--- config.mk ---
export PLATFORM = sky130hd
export DESIGN_NAME = sdram_test_sequencer
export DESIGN_NICKNAME = d
export VERILOG_FILES = /design/src/rtl/sdram_test_sequencer.sv
export SDC_FILE = /design/constraint.sdc
export NUM_CORES = 1
export LEC_CHECK = 0
export ABC_AREA = 1
export BUFFER_PORTS_ARGS = -buffer_cell sky130_fd_sc_hd__clkbuf_2
export CORE_UTILIZATION = 51
export DETAILED_ROUTE_END_ITERATION = 10
export PLACE_DENSITY = 0.78
export SYNTH_ARGS = -nofsm -noshare
export SYNTH_HDL_FRONTEND = slang
export SYNTH_SLANG_ARGS = --single-unit
--- constraint.sdc ---
create_clock -name iCLK -period 2.2 [get_ports iCLK]
set_input_delay 0.33 -clock iCLK [delete_from_list [all_inputs] [get_ports iCLK]]
set_output_delay 0.33 -clock iCLK [all_outputs]
set_load 0.005 [all_outputs]
--- src/rtl/sdram_test_sequencer.sv ---
// SDRAM self-test sequencer: debounced key, ordered reset/load/start strobes, timed wait for
// completion, sticky verdict flags and saturating run/error counters.
module sdram_test_sequencer #(
  parameter int unsigned DEBOUNCE_CYCLES = 2_000_000,
  parameter int unsigned PULSE_CYCLES    = 16,
  parameter int unsigned GAP_CYCLES      = 64,
  parameter int unsigned TIMEOUT_CYCLES  = 50_000_000
) (
  input  logic        iCLK,
  input  logic        iRST_n,
  input  logic        iBUTTON,
  input  logic        iLOOP,
  input  logic        iTEST_PASS,
  input  logic        iTEST_FAIL,
  input  logic        iTEST_COMPLETE,
  output logic        oSW_RST_n,
  output logic        oLOAD_n,
  output logic        oSTART_n,
  output logic        oBUSY,
  output logic        oPASS,
  output logic        oFAIL,
  output logic        oTIMEOUT,
  output logic [15:0] oRUN_COUNT,
  output logic [15:0] oERR_COUNT
);

  typedef enum logic [2:0] {
    StIdle, StSwRst, StGap1, StLoad, StGap2, StStart, StWait, StResult
  } state_e;

  localparam logic [31:0] PulseLd   = 32'(PULSE_CYCLES - 1);
  localparam logic [31:0] GapLd     = 32'(GAP_CYCLES - 1);
  localparam logic [31:0] TimeoutLd = 32'(TIMEOUT_CYCLES);

  state_e      state_q, state_d;
  logic [31:0] cnt_q, cnt_d;
  logic        done_q, done_d;
  logic [1:0]  sync_q;
  logic        deb_q, deb_d, press_q;
  logic [31:0] deb_cnt_q, deb_cnt_d;
  logic        sw_rst_n_q, sw_rst_n_d, load_n_q, load_n_d, start_n_q, start_n_d;
  logic        busy_q, busy_d, pass_q, pass_d, fail_q, fail_d, tmo_q, tmo_d;
  logic [15:0] run_cnt_q, run_cnt_d, err_cnt_q, err_cnt_d;

  // Level flips only after DEBOUNCE_CYCLES consecutive disagreeing samples.
  always_comb begin
    deb_d     = deb_q;
    deb_cnt_d = '0;
    if (sync_q[1] != deb_q) begin
      if (deb_cnt_q == DEBOUNCE_CYCLES - 1) deb_d = sync_q[1];
      else deb_cnt_d = deb_cnt_q + 32'd1;
    end
  end

  always_comb begin
    state_d = state_q;
    cnt_d   = cnt_q;
    done_d  = done_q;
    unique case (state_q)
      StIdle: begin
        if (press_q) begin
          state_d = StSwRst;
          cnt_d   = PulseLd;
        end
      end
      StSwRst, StLoad: begin
        if (cnt_q == '0) begin
          state_d = (state_q == StSwRst) ? StGap1 : StGap2;
          cnt_d   = GapLd;
        end else cnt_d = cnt_q - 32'd1;
      end
      StGap1, StGap2: begin
        if (cnt_q == '0) begin
          state_d = (state_q == StGap1) ? StLoad : StStart;
          cnt_d   = PulseLd;
        end else cnt_d = cnt_q - 32'd1;
      end
      StStart: begin
        if (cnt_q == '0) begin
          state_d = StWait;
          cnt_d   = TimeoutLd;
        end else cnt_d = cnt_q - 32'd1;
      end
      StWait: begin
        // Completion takes priority over an expiring timeout.
        if (iTEST_COMPLETE) begin
          state_d = StResult;
          done_d  = 1'b1;
        end else if (cnt_q == '0) begin
          state_d = StResult;
          done_d  = 1'b0;
        end else cnt_d = cnt_q - 32'd1;
      end
      StResult: begin
        if (iLOOP) begin
          state_d = StSwRst;
          cnt_d   = PulseLd;
        end else state_d = StIdle;
      end
      default: state_d = StIdle;
    endcase
  end

  always_comb begin
    pass_d    = pass_q;
    fail_d    = fail_q;
    tmo_d     = tmo_q;
    run_cnt_d = run_cnt_q;
    err_cnt_d = err_cnt_q;
    if (state_q == StResult) begin
      if (done_q) begin
        pass_d = iTEST_PASS & ~iTEST_FAIL;
        fail_d = ~pass_d;
        tmo_d  = 1'b0;
      end else begin
        pass_d = 1'b0;
        fail_d = 1'b0;
        tmo_d  = 1'b1;
      end
      if (run_cnt_q != 16'hFFFF) run_cnt_d = run_cnt_q + 16'd1;
      if (!pass_d && err_cnt_q != 16'hFFFF) err_cnt_d = err_cnt_q + 16'd1;
    end
    sw_rst_n_d = (state_d != StSwRst);
    load_n_d   = (state_d != StLoad);
    start_n_d  = (state_d != StStart);
    busy_d     = (state_d != StIdle);
  end

  always_ff @(posedge iCLK or negedge iRST_n) begin
    if (!iRST_n) begin
      state_q    <= StIdle;
      cnt_q      <= '0;
      done_q     <= 1'b0;
      sync_q     <= 2'b11;
      deb_q      <= 1'b1;
      deb_cnt_q  <= '0;
      press_q    <= 1'b0;
      sw_rst_n_q <= 1'b1;
      load_n_q   <= 1'b1;
      start_n_q  <= 1'b1;
      busy_q     <= 1'b0;
      pass_q     <= 1'b0;
      fail_q     <= 1'b0;
      tmo_q      <= 1'b0;
      run_cnt_q  <= '0;
      err_cnt_q  <= '0;
    end else begin
      state_q    <= state_d;
      cnt_q      <= cnt_d;
      done_q     <= done_d;
      sync_q     <= {sync_q[0], iBUTTON};
      deb_q      <= deb_d;
      deb_cnt_q  <= deb_cnt_d;
      press_q    <= deb_q & ~deb_d;
      sw_rst_n_q <= sw_rst_n_d;
      load_n_q   <= load_n_d;
      start_n_q  <= start_n_d;
      busy_q     <= busy_d;
      pass_q     <= pass_d;
      fail_q     <= fail_d;
      tmo_q      <= tmo_d;
      run_cnt_q  <= run_cnt_d;
      err_cnt_q  <= err_cnt_d;
    end
  end

  assign oSW_RST_n  = sw_rst_n_q;
  assign oLOAD_n    = load_n_q;
  assign oSTART_n   = start_n_q;
  assign oBUSY      = busy_q;
  assign oPASS      = pass_q;
  assign oFAIL      = fail_q;
  assign oTIMEOUT   = tmo_q;
  assign oRUN_COUNT = run_cnt_q;
  assign oERR_COUNT = err_cnt_q;

endmodule

==> results of run 1 <==
cell type report:
type | count | area [um^2]
clock buffers | 10 | 229
clock inverters | 6 | 80.1
fillers | 1237 | 5280
inverters | 101 | 388
multi-input cells | 662 | 3470
flip-flops and latches | 111 | 2790
well taps | 172 | 215
repair buffers | 49 | 270
flip-flops by register name, summed over array words and instances, names as in the netlist:
signal      count
oPASS           1
sync_q          2
oTIMEOUT        1
oBUSY           1
oRUN_COUNT     16
done_q          1
cnt_q          32
oFAIL           1
deb_cnt_q      32
press_q         1
oERR_COUNT     16
oSTART_n        1
oSW_RST_n       1
oLOAD_n         1
state_q         3
deb_q           1
per-layer routing:
layer,vias up,global-route usage [%],wire (um)
met3,25,5.45,708
met4,0,8.10,281
met2,131,37.4,7110
li1,2913,-,-
met5,-,0,0
met1,2677,31.3,6860
worst reg2reg max path, stage by stage (launching register included):
cell and delay [ns]:
dfrtp_1 0.39, inv_1 0.15, ha_1 0.19, inv_1 0.04
nor2_1 0.07, nand2_1 0.08, nor2_4 0.10, nand2_4 0.07
nor2_8 0.19, a21oi_4 0.16, nand3_2 0.15, clkinv_2 0.18
nor2_1 0.15
layout by cell type (no fill, tap or decap), drive strengths merged, types with 6 or more instances in the layout:
| cell | instances |
|---|---|
| nand2 | 240 |
| nor2 | 154 |
| dfrtp | 105 |
| inv | 100 |
| nand3 | 64 |
| clkbuf | 54 |
| xor2 | 45 |
| nor3 | 40 |
| o21ai | 30 |
| nand4 | 29 |
| xnor2 | 17 |
| a21oi | 10 |
| nor4 | 8 |
| nor3b | 7 |
| dfstp | 6 |
per-stage QoR:
stage / worst slack [ns] / cells / total power [W] / utilization [%]
floorplan: 0.488 / 884 / 0.00211 / -
global placement: 0.148 / 1094 / 0.00217 / 56.0
detailed placement: 0.0618 / 1094 / 0.00217 / 56.0
CTS: 0.0509 / 1110 / 0.00385 / 58.4
global route: 0.0348 / 1111 / 0.00394 / 58.5
finish: 0.213 / 1111 / 0.00381 / 58.5
cells by family (layout without fill, tap and decap cells):
logic type / after synthesis / count (layout) / share of synthesized area (%)
simple gates: 546 / 546 / 38.0
buf+inv: 112 / 166 / 7.10
flops: 111 / 111 / 41.5
xor+xnor: 62 / 62 / 8.08
compound gates: 48 / 49 / 4.40
fa+ha+maj: 5 / 5 / 0.931
power breakdown:
| part | switching (W) | leakage [nW] | internal, W |
|---|---|---|---|
| clock network | 0.000781 | 0.146 | 0.000901 |
| registers | 0.00000581 | 1.39 | 0.00205 |
| logic | 0.0000557 | 2.00 | 0.0000160 |
how the worst max path moves through the flow:
| stage | start | to | slack [ns] | cells after the start |
|---|---|---|---|---|
| floorplan | cnt_q[0]$_DFFE_PN0P_ | cnt_q[0]$_DFFE_PN0P_ | 0.49 | 14 |
| global placement | cnt_q[0]$_DFFE_PN0P_ | cnt_q[9]$_DFFE_PN0P_ | 0.15 | 12 |
| detailed placement | cnt_q[0]$_DFFE_PN0P_ | cnt_q[11]$_DFFE_PN0P_ | 0.06 | 12 |
| CTS | cnt_q[0]$_DFFE_PN0P_ | cnt_q[11]$_DFFE_PN0P_ | 0.05 | 12 |
| global route | cnt_q[0]$_DFFE_PN0P_ | cnt_q[25]$_DFFE_PN0P_ | 0.03 | 13 |
| finish | cnt_q[0]$_DFFE_PN0P_ | cnt_q[11]$_DFFE_PN0P_ | 0.21 | 12 |
Yosys cell counts, types with 3 or more instances:
master	n	area, um^2
a21oi_1	5	25.0
xor2_1	45	394
inv_2	8	30.0
o21ai_1	13	65.1
xnor2_1	17	149
ha_1	5	62.6
o21bai_1	3	22.5
nor2_1	131	492
buf_6	3	33.8
dfstp_2	6	158
nand2_2	7	43.8
nor3b_1	5	37.5
inv_4	3	18.8
o21ai_0	17	85.1
nor4_1	8	50.1
nand3_1	59	295
nor3_1	37	185
nor2_4	8	90.1
nand2_1	228	856
nor2_2	14	87.6
nand3_2	4	40.0
nand4_1	29	181
buf_4	3	22.5
dfrtp_1	105	2630
inv_1	88	330
nand2_4	4	45.0
what timing repair did:
item | CTS | global route
endpoints found under the setup margin | 0 | 13
resized for setup | 0 | 1
hold buffers | 0 | 0
==> flow_metrics.env, run 1 <==
export IMPL_status="finished with violations"
export IMPL_violations="negative hold slack"
export IMPL_fmaxAchievable_mhz=503
export IMPL_vias=5746
export IMPL_worstReg2RegEnd="cnt_q[11]$_DFFE_PN0P_"
export IMPL_cpMaxStageDelayCell="dfrtp_1"
export IMPL_firstDrtPassIters=4
export IMPL_post_route_period_util_pct=90.3
export IMPL_overflow=0
export IMPL_cp_start_kind="flop"
export IMPL_clk_latency_ns=0.37
export IMPL_crit_family="simple AND/OR/NAND/NOR gates"
export IMPL_die_area_um2=13600
export IMPL_yosys_cell_types_count=48
export IMPL_fin_worst_skew_ns=0.0139
export IMPL_core_um2=12700
export IMPL_grt_usage_pct=23.4
export IMPL_viasPerCell=5.17
export IMPL_cts_max_path_buffers=2
export IMPL_cp_end_kind="flop"
export IMPL_setup_violations=0
export IMPL_slew_headroom_pct=55.9
export IMPL_cts_root_buffer="clkbuf_16"
export IMPL_placed_cell_area_um2=7120
export IMPL_numPortBuffers=45
export IMPL_timing_rr_start="cnt_q[0]$_DFFE_PN0P_"
export IMPL_yosys_warnings=0
export IMPL_ys_async_sr_fraction_pct=100
export IMPL_finalMaxSlewViolations=0
export IMPL_grt_first_pass_wirelength_um=24700
export IMPL_cp_num_buf_inv=3
export IMPL_die_width_um=117
export IMPL_wl_per_cell_um=13.5
export IMPL_fin_tns_setup_ns=0
export IMPL_critPathMaxStageDelay_ns=0.39
export IMPL_reg2regPathDepth=12
export IMPL_post_cts_buffers=0
export IMPL_drtAntennaViolNets=0
export IMPL_synth_edff_count=0
export IMPL_clk_pin_slew_worst_paths_ns=0.08
export IMPL_cts_buffers_inserted=9
export IMPL_synth_fp_nets=896
export IMPL_yosysSeqAreaShare_pct=41.5
export IMPL_wl_um=15000
export IMPL_syn_avg_cell_area_um2=7.60
export IMPL_final_min_clock_period_ns=1.99
export IMPL_first_global_vias=5296
export IMPL_floorplan_rows=41
export IMPL_antenna_cells=0
export IMPL_cts_tree="done"
export IMPL_clock_sinks=111
export IMPL_hpwl_um=10800
export IMPL_finalHoldViolCount=1
export IMPL_worst_pin_slew_ns=0.661
export IMPL_cts_max_level=3
export IMPL_fin_hold_ws_ns=-0.00332
export IMPL_rsz0062_at_grt="false"
export IMPL_nets=946
export IMPL_path_class="reg -> reg"
export IMPL_syn_inst=884
export IMPL_drtIter0Drc=390
export IMPL_hold_class="in -> async"
export IMPL_crit_fanout=13
export IMPL_top_level_ports=46
export IMPL_power_density_nw_per_um2=512
export IMPL_ys_seq_elements=111
export IMPL_maxCapViolCount=0
export IMPL_synth_flop_cell="dfrtp_1"
export IMPL_die_h_um=117
export IMPL_drc=0
export IMPL_worstPathArrival_ns=2.28
export IMPL_synth_area_um2=6720
export IMPL_grt_max_degree=112
export IMPL_initial_core_util_pct=52.8
export IMPL_p_leak_nw=3.53
export IMPL_cp_data_required_time_ns=2.50
export IMPL_area_growth_pct=10.8
export IMPL_antenna_found_initial=0
export IMPL_crit_chain="inv_1 > ha_1 > inv_1 > nor2_1 > nand2_1 > nor2_4 > nand2_4 > nor2_8 > a21oi_4 > nand3_2 > clkinv_2 > nor2_1"
export IMPL_r2r_setup_slack_ns=0.21
export IMPL_layout_drive_gt1_share_pct=14.6
export IMPL_design_area_um2=7440
export IMPL_gp_congestion=0.950
export IMPL_vdd_drop_max_v=0.000521
No activity file was read; power rests on OpenSTA's default activity.
==> inputs of run 2 (changes only) <==
--- a/config.mk
+++ b/config.mk
@@ -7,6 +7,8 @@
 export LEC_CHECK = 0
 export ABC_AREA = 1
 export BUFFER_PORTS_ARGS = -buffer_cell sky130_fd_sc_hd__clkbuf_2
+export CORE_ASPECT_RATIO = 0.8
+export CORE_MARGIN = 2
 export CORE_UTILIZATION = 51
 export DETAILED_ROUTE_END_ITERATION = 10
 export PLACE_DENSITY = 0.78
==> run 2 against run 1 <==
The flow now finishes without violations. Sequential share of layout area shrank 0.23 points. Largest cell class unchanged. Worst hold slack gained 0.045 ns. Clock skew shrank 0.0075 ns. Die area grew 3.5%. Wire length grew 2.7%. Non-clock buffer count grew 7.
==> flow_metrics.env, run 2 (synthesis gave the netlist of run 1 again) <==
export IMPL_status="completed"
export IMPL_p_leak_nw=3.56
export IMPL_rsz0062_at_grt="false"
export IMPL_numPortBuffers=45
export IMPL_first_global_vias=5425
export IMPL_cts_max_level=3
export IMPL_cp_end_kind="flop"
export IMPL_placed_cell_area_um2=7170
export IMPL_internal_power_w=0.00296
export IMPL_firstDrtPassIters=5
export IMPL_grt_usage_pct=22.7
export IMPL_post_route_period_util_pct=90.0
export IMPL_clk_pin_slew_worst_paths_ns=0.07
export IMPL_overflow=0
export IMPL_cts_repair_resized=0
export IMPL_nets=953
export IMPL_cp_data_required_time_ns=2.49
export IMPL_worst_pin_slew_ns=0.687
export IMPL_finalMaxSlewViolations=0
export IMPL_drc=0
export IMPL_initial_core_util_pct=52.2
export IMPL_floorplan_rows=37
export IMPL_fin_tns_setup_ns=0
export IMPL_maxCapViolCount=0
export IMPL_slew_headroom_pct=54.2
export IMPL_path_class="reg -> reg"
export IMPL_area_growth_pct=11.5
export IMPL_final_min_clock_period_ns=1.98
export IMPL_antenna_found_initial=0
export IMPL_viasPerCell=5.25
export IMPL_clock_sinks=111
export IMPL_wl_um=15400
export IMPL_layout_drive_gt1_share_pct=15.0
export IMPL_mostFrequentLayoutCell="nand2_1"
export IMPL_hpwl_um=11300
export IMPL_vdd_drop_max_v=0.000565
export IMPL_crit_fanout=13
export IMPL_vias=5882
export IMPL_seqPwrFrac_pct=53.9
export IMPL_top_level_ports=46
export IMPL_setup_violations=0
export IMPL_cts_max_path_buffers=2
export IMPL_reg_top3="cnt_q: 32 flops, deb_cnt_q: 32 flops"
export IMPL_cp_start_kind="flop"
export IMPL_power_w=0.00381
export IMPL_cts_tree="done"
export IMPL_layout_common_cells="nand2_1 (228), nor2_1 (131), dfrtp_1 (105)"
export IMPL_die_h_um=107
export IMPL_cts_buffers_inserted=9
export IMPL_drtAntennaViolNets=0
export IMPL_post_cts_buffers=0
export IMPL_fmaxAchievable_mhz=505
export IMPL_netSwitchingFraction_pct=22.2
export IMPL_wl_per_cell_um=13.7
export IMPL_design_area_um2=7490
export IMPL_die_width_um=132
export IMPL_fin_worst_skew_ns=0.00641
export IMPL_clk_latency_ns=0.36
export IMPL_hold_class="in -> reg"
export IMPL_worstPathArrival_ns=2.27
export IMPL_utilization_pct=58.2
export IMPL_finalHoldViolCount=0
export IMPL_antenna_cells=0
export IMPL_grt_max_degree=45
export IMPL_power_density_nw_per_um2=508
export IMPL_clock_power_share_pct=44.0
export IMPL_power_frac_comb_pct=2.1
export IMPL_drtIter0Drc=515
export IMPL_die_area_um2=14100
export IMPL_p_switching_w=0.000847
export IMPL_grt_first_pass_wirelength_um=25900
export IMPL_core_um2=12900
export IMPL_cts_root_buffer="clkbuf_16"
export IMPL_gp_congestion=0.930
## run 2: final timing paths
check,start,endpoint,slack [ns],depth (start not counted)
setup / recovery,cnt_q[0]$_DFFE_PN0P_,cnt_q[10]$_DFFE_PN0P_,0.22,12
max in group asynchronous,iRST_n,oLOAD_n$_DFF_PN1_,0.99,3
setup reg to reg,cnt_q[0]$_DFFE_PN0P_,cnt_q[10]$_DFFE_PN0P_,0.22,12
hold / removal,iBUTTON,sync_q[0]$_DFF_PN1_,0.04,1
min in group asynchronous,iRST_n,cnt_q[11]$_DFFE_PN0P_,0.52,2
hold reg to reg,sync_q[0]$_DFF_PN1_,sync_q[1]$_DFF_PN1_,0.36,0
## run 2: power by group through the flow
stage          Combinational, W  Sequential, W  Clock (W)
2_1_floorplan         0.0000175        0.00209          0
3_3_place_gp          0.0000811        0.00209          0
3_5_place_dp          0.0000824        0.00209          0
4_1_cts               0.0000848        0.00205    0.00171
5_1_grt               0.0000953        0.00205    0.00180
6_report              0.0000808        0.00205    0.00167
## run 2: layout make-up
class,instances,area (um^2)
inverters,101,388
repair buffers,56,325
clock inverters,6,68.8
flip-flops and latches,111,2790
multi-input cells,662,3470
fillers,1237,5380
clock buffers,10,229
well taps,175,219
## run 2: critical path, stage by stage (launching register included)
cell      delay [ns]
dfrtp_1         0.36
inv_1           0.14
ha_1            0.20
inv_1           0.05
nor2_1          0.08
nand2_1         0.08
nor2_4          0.11
nand2_4         0.07
nor2_8          0.18
a21oi_4         0.15
nand3_2         0.15
clkinv_2        0.18
nor2_1          0.16
## run 2: metal layers
layer	up-vias	wire (um)	GRT usage (%)
li1	2941	-	-
met1	2730	7590	33.4
met4	0	165	4.92
met3	20	1180	5.82
met5	-	0	0
met2	191	6440	33.9
## run 2: metrics by stage
stage	worst slack (ns)	cells	hold WS [ns]
2_1_floorplan	0.488	884	0.0344
4_1_cts	0.0586	1120	0.0344
6_report	0.220	1121	0.0419
3_3_place_gp	0.133	1103	0.346
3_5_place_dp	0.0935	1103	0.347
5_1_grt	0.0134	1121	0.0303
## run 2: what timing repair did
| item | 4_1_cts | 5_1_grt |
|---|---|---|
| endpoints found under the setup margin | 0 | 12 |
| hold buffers | 1 | 0 |
| endpoints found under the hold margin | 37 | 0 |
